File: config.mk
export PLATFORM = sky130hd
export DESIGN_NAME = bus_arbiter
export DESIGN_NICKNAME = d
export VERILOG_FILES = /design/src/rtl/ucontroller_pkg.sv /design/src/rtl/bus_arbiter.sv
export SDC_FILE = /design/constraint.sdc
export NUM_CORES = 1
export LEC_CHECK = 0
export CORE_MARGIN = 10
export CORE_UTILIZATION = 37
export CTS_CLUSTER_SIZE = 10
export DETAILED_ROUTE_END_ITERATION = 10
export PLACE_DENSITY_LB_ADDON = 0.08
export SETUP_SLACK_MARGIN = 0.05
export SYNTH_ARGS = -nofsm -noshare
export SYNTH_HDL_FRONTEND = slang
export SYNTH_SLANG_ARGS = --single-unit
File: constraint.sdc
create_clock -name Clk -period 4.9 [get_ports Clk]
set_input_delay 0.98 -clock Clk [delete_from_list [all_inputs] [get_ports Clk]]
set_output_delay 0.98 -clock Clk [all_outputs]
set_load 0.01 [all_outputs]
File: src/rtl/ucontroller_pkg.sv
// Shared definitions for the microcontroller bus fabric: arbiter state
// encoding and default arbitration timing parameters.
package ucontroller_pkg;

    localparam int unsigned MAX_TENURE_DEFAULT     = 64;
    localparam int unsigned MIN_CPU_CYCLES_DEFAULT = 4;

    typedef enum logic [1:0] {
        CPU_OWN  = 2'd0,
        HOLD_REQ = 2'd1,
        DMA_OWN  = 2'd2,
        RELEASE  = 2'd3
    } bus_arb_state_t;

    function automatic int unsigned max_u(input int unsigned a, input int unsigned b);
        return (a > b) ? a : b;
    endfunction

endpackage

File: src/rtl/bus_arbiter.sv
// CPU/DMA RAM bus arbiter: hands the RAM port to the DMA engine after the CPU
// acknowledges a hold, bounds DMA tenure, and enforces a minimum CPU window
// between DMA tenures. One counter serves both as the CPU gap counter (in
// CPU_OWN) and the DMA tenure counter (in DMA_OWN).
module bus_arbiter
    import ucontroller_pkg::*;
#(
    parameter int unsigned MAX_TENURE     = MAX_TENURE_DEFAULT,
    parameter int unsigned MIN_CPU_CYCLES = MIN_CPU_CYCLES_DEFAULT
) (
    input  logic       Clk,
    input  logic       Rst_n,
    input  logic       Bus_req,
    output logic       Bus_grant,
    output logic       Cpu_hold,
    input  logic       Cpu_ack,
    output logic       Dma_timeout,
    input  logic [7:0] Cpu_address,
    input  logic [7:0] Dma_address,
    input  logic       Cpu_cs,
    input  logic       Dma_cs,
    input  logic       Cpu_we,
    input  logic       Dma_we,
    input  logic [7:0] Cpu_data_out,
    input  logic [7:0] Dma_data_out,
    output logic [7:0] Ram_address,
    output logic       Ram_cs,
    output logic       Ram_we,
    output logic [7:0] Ram_data_in
);

    localparam int unsigned CW = $clog2(max_u(MAX_TENURE, MIN_CPU_CYCLES) + 1);
    localparam logic [CW-1:0] MIN_C    = CW'(MIN_CPU_CYCLES);
    localparam logic [CW-1:0] TEN_LAST = CW'(MAX_TENURE - 1);

    bus_arb_state_t  state_q, state_d;
    logic [CW-1:0]   cnt_q, cnt_d;
    logic            timeout_q, timeout_d;

    // Next-state, shared counter and timeout pulse computation.
    // The counter is cleared on every state change, so it reads as
    // cpu_cycles in CPU_OWN and tenure_cnt in DMA_OWN.
    always_comb begin
        state_d   = state_q;
        cnt_d     = cnt_q;
        timeout_d = 1'b0;
        case (state_q)
            CPU_OWN: begin
                if (Bus_req && (cnt_q >= MIN_C)) begin
                    state_d = HOLD_REQ;
                    cnt_d   = '0;
                end else if (cnt_q < MIN_C) begin
                    cnt_d = cnt_q + 1'b1;
                end
            end
            HOLD_REQ: begin
                cnt_d = '0;
                if (!Bus_req) begin
                    state_d = CPU_OWN;
                end else if (Cpu_ack) begin
                    state_d = DMA_OWN;
                end
            end
            DMA_OWN: begin
                if (!Bus_req) begin
                    state_d = RELEASE;
                    cnt_d   = '0;
                end else if (cnt_q == TEN_LAST) begin
                    state_d   = RELEASE;
                    cnt_d     = '0;
                    timeout_d = 1'b1;
                end else begin
                    cnt_d = cnt_q + 1'b1;
                end
            end
            RELEASE: begin
                state_d = CPU_OWN;
                cnt_d   = '0;
            end
            default: begin
                state_d = CPU_OWN;
                cnt_d   = '0;
            end
        endcase
    end

    // State, counter and timeout registers; reset pre-satisfies the CPU gap.
    always_ff @(posedge Clk or negedge Rst_n) begin
        if (!Rst_n) begin
            state_q   <= CPU_OWN;
            cnt_q     <= MIN_C;
            timeout_q <= 1'b0;
        end else begin
            state_q   <= state_d;
            cnt_q     <= cnt_d;
            timeout_q <= timeout_d;
        end
    end

    assign Bus_grant   = (state_q == DMA_OWN);
    assign Cpu_hold    = (state_q == HOLD_REQ) || (state_q == DMA_OWN);
    assign Dma_timeout = timeout_q;

    // RAM port mux: CPU until the DMA owns the bus, idle during RELEASE.
    always_comb begin
        Ram_address = '0;
        Ram_cs      = 1'b0;
        Ram_we      = 1'b0;
        Ram_data_in = '0;
        case (state_q)
            CPU_OWN, HOLD_REQ: begin
                Ram_address = Cpu_address;
                Ram_cs      = Cpu_cs;
                Ram_we      = Cpu_we;
                Ram_data_in = Cpu_data_out;
            end
            DMA_OWN: begin
                Ram_address = Dma_address;
                Ram_cs      = Dma_cs;
                Ram_we      = Dma_we;
                Ram_data_in = Dma_data_out;
            end
            default: ;
        endcase
    end

endmodule
==> impl_metrics.toml <==
[synth]
muxShareOfSynthArea_pct = 4.66
ys_types = 32
synth_xor_xnor_area_share_pct = 3.06
synth_top_family_by_area = "compound AO/OA/AOI/OAI gates"
postSynthNetCount = 148
ys_seq_area_share_pct = 29.3
syn_area_um2 = 858
synth_area_per_cell_um2 = 8.41
synth-compound-area-share_pct = 25.7
synth_simple_gate_area_share_pct = 23.3
synthArstFlopShare_pct = 100
ys_seq_elements = 10
yosys.area_share.adder_pct = 8.75
syn_inst = 102
synth_edf_count = 0
yosysWarnings = 0
synthFlopType = "dfrtp_1"

[global_route]
antenna_found_initial = 0
grt_overflow = 0
grt_max_degree = 23
grt_pass1_wl_um = 4900
grt_pass1_vias = 959
globalRouteTotalUtil_pct = 13.7

[detailed_routing]
top_layer = "met4"
totalWireLength_um = 3320
wl_met3_um = 202
wl_per_cell_um = 17.7
wl_met1_um = 1280
vias = 977
detail_route.vias_per_cell = 5.22
drt-initial-drc-count = 82
detail-route-antenna-nets = 0
wl_met2_um = 1820
firstDrtPassIters = 4
drc = 0

[power_and_ir_drop]
powerDensity_nw_per_um2 = 530
report.power.total_w = 0.000789
vdd_drop_max_v = 0.000407
leakage_nw = 0.640

[floorplanning]
initial_core_util_pct = 38.8
core-area_um2 = 2210
die_w_um = 68.2
ioPinCount = 61
die_area_um2 = 4650
row_count = 17
die_h_um = 68.2

[setup_path]
r2r_slack_ns = 2.83
slowest_stage = "clkdlybuf4s50_1"
path_max_fanout = 18
crit_start = "state_q[0]"
r2r_end = "cnt_q[2]"
setup.worst_path.end = "Ram_data_in[2]"
timing.rr.start = "state_q[0]"
critPathMaxStageDelay_ns = 0.57
required_ns = 3.92
startpoint_type = "register"
worstPathCellList = "inv_1, ha_1, or2_2, a22oi_1, nor2_1, clkdlybuf4s50_1"
rr_worst_depth = 6
worstSetupEndpointType = "primary output"
critPathKind = "register to primary output"
arrival_ns = 2.47

[cells_and_area]
final_layout_size_suffix_gt1_share_pct = 8.18
layout_common_cells = "60 x clkdlybuf4s50_1, 22 x nor2_1, 18 x a22oi_1"
syn_to_final_growth_pct = 73.6
antenna_cells = 0
num-nets-final = 206
final_common_cell = "clkdlybuf4s50_1"
fin_area_um2 = 1490

[flow_run]
drv_cap = 0

[clock_network]
insertion_delay_ns = 0.27
hold_buffers = 0
cts_setup_buffers = 0
htreeDepth = 1
cts-root-buf = "clkbuf_4"
clock_path_buffers = 2
cts_tree = "done"
cts_buffers = 3
cts-resized-gates = 0
cts.sinks = 10
clk_pin_slew_ns = 0.07

[sta]
slew_headroom_pct = 48.1
min_period_ns = 3.45
rsz0062_at_grt = "false"
hold_violations = 0
finalSetupTns_ns = 0
finalSetupViolations = 0
drv_slew = 0
max_clock_freq_mhz = 290
skew_ns = 0.00984
worst_pin_slew_ns = 0.779
period_share_pct = 70.4

[placement]
place.gp.congestion = 0.749
dpl-instance-area_um2 = 1460
portBuffers = 60
place_hpwl_um = 2760

[hold_path]
min_path_type = "register to register"

[run_status]
status = "finished, final reports clean"
-- per-layer routing --
| metal | vias up | track usage, % |
|---|---|---|
| met1 | 459 | 15.4 |
| met4 | 0 | 3.02 |
| met2 | 33 | 24.3 |
| met3 | 2 | 4.73 |
| met5 | - | 0 |
| li1 | 483 | - |
-- power by group --
part | leakage (nW) | internal [W] | switching [W]
clock network | 0.0150 | 0.0000314 | 0.0000274
logic | 0.494 | 0.000318 | 0.000292
registers | 0.131 | 0.000102 | 0.0000190
total | 0.640 | 0.000451 | 0.000338
-- how the worst min path moves through the flow --
stage,from,endpoint,slack [ns],cells after the start
final,cnt_q[1],cnt_q[1],0.59,1
after global routing,cnt_q[4],cnt_q[4],0.61,2
after CTS,cnt_q[1],cnt_q[1],0.59,1
after detailed placement,cnt_q[6],Dma_timeout,0.57,3
after global placement,cnt_q[1],cnt_q[1],0.55,1
after floorplan,cnt_q[6],Dma_timeout,0.52,3
-- flip-flops by register name, summed over array words and instances, names as in the netlist, named ones only --
register / cells
Dma_timeout: 1
cnt_q: 7
state_q: 1
-- cells in the mapped netlist, types with 2 or more instances --
cell | count | area [µm²]
a22o_1 | 2 | 17.5
nand4_1 | 2 | 12.5
ha_1 | 6 | 75.1
dfrtp_1 | 9 | 225
inv_1 | 4 | 15.0
nor2_1 | 22 | 82.6
mux2_4 | 2 | 30.0
nand2_1 | 5 | 18.8
clkbuf_1 | 3 | 11.3
o21ai_0 | 2 | 10.0
buf_2 | 3 | 15.0
nor2b_1 | 2 | 12.5
xor2_1 | 3 | 26.3
a22oi_1 | 18 | 135
a21oi_1 | 2 | 10.0
-- critical path: cells and delay by family, from the launching register on --
kind	cells	cell delay, ns
buffers and inverters	2	0.70
and+or+nand+nor	2	0.55
DFF	1	0.42
adders and majority gates	1	0.39
AOI/OAI and AO/OA	1	0.14
-- cell type report --
cell class                 count  area (µm²)
clock buffer                   4        26.3
fill                         188         722
tap                           28        35.0
multi-input combinational     81         562
timing repair buffer          60         601
sequential                    10         251
inverter                       4        15.0
-- stage by stage --
stage / hold WS, ns / util (%) / setup slack [ns] / cells
after floorplan: 0.518 / - / 2.28 / 102
after global placement: 0.549 / 66.2 / 1.71 / 183
after detailed placement: 0.565 / 66.2 / 1.67 / 183
after CTS: 0.589 / 67.4 / 1.44 / 187
after global routing: 0.615 / 67.4 / 1.29 / 187
final: 0.585 / 67.4 / 1.45 / 187
-- kinds of logic after synthesis --
kind of cell,after synthesis
buf+inv,11
flops,10
compound gates,29
simple gates,40
fa+ha+maj,6
mux,3
xor+xnor,3
No activity file was read; power rests on OpenSTA's default activity.
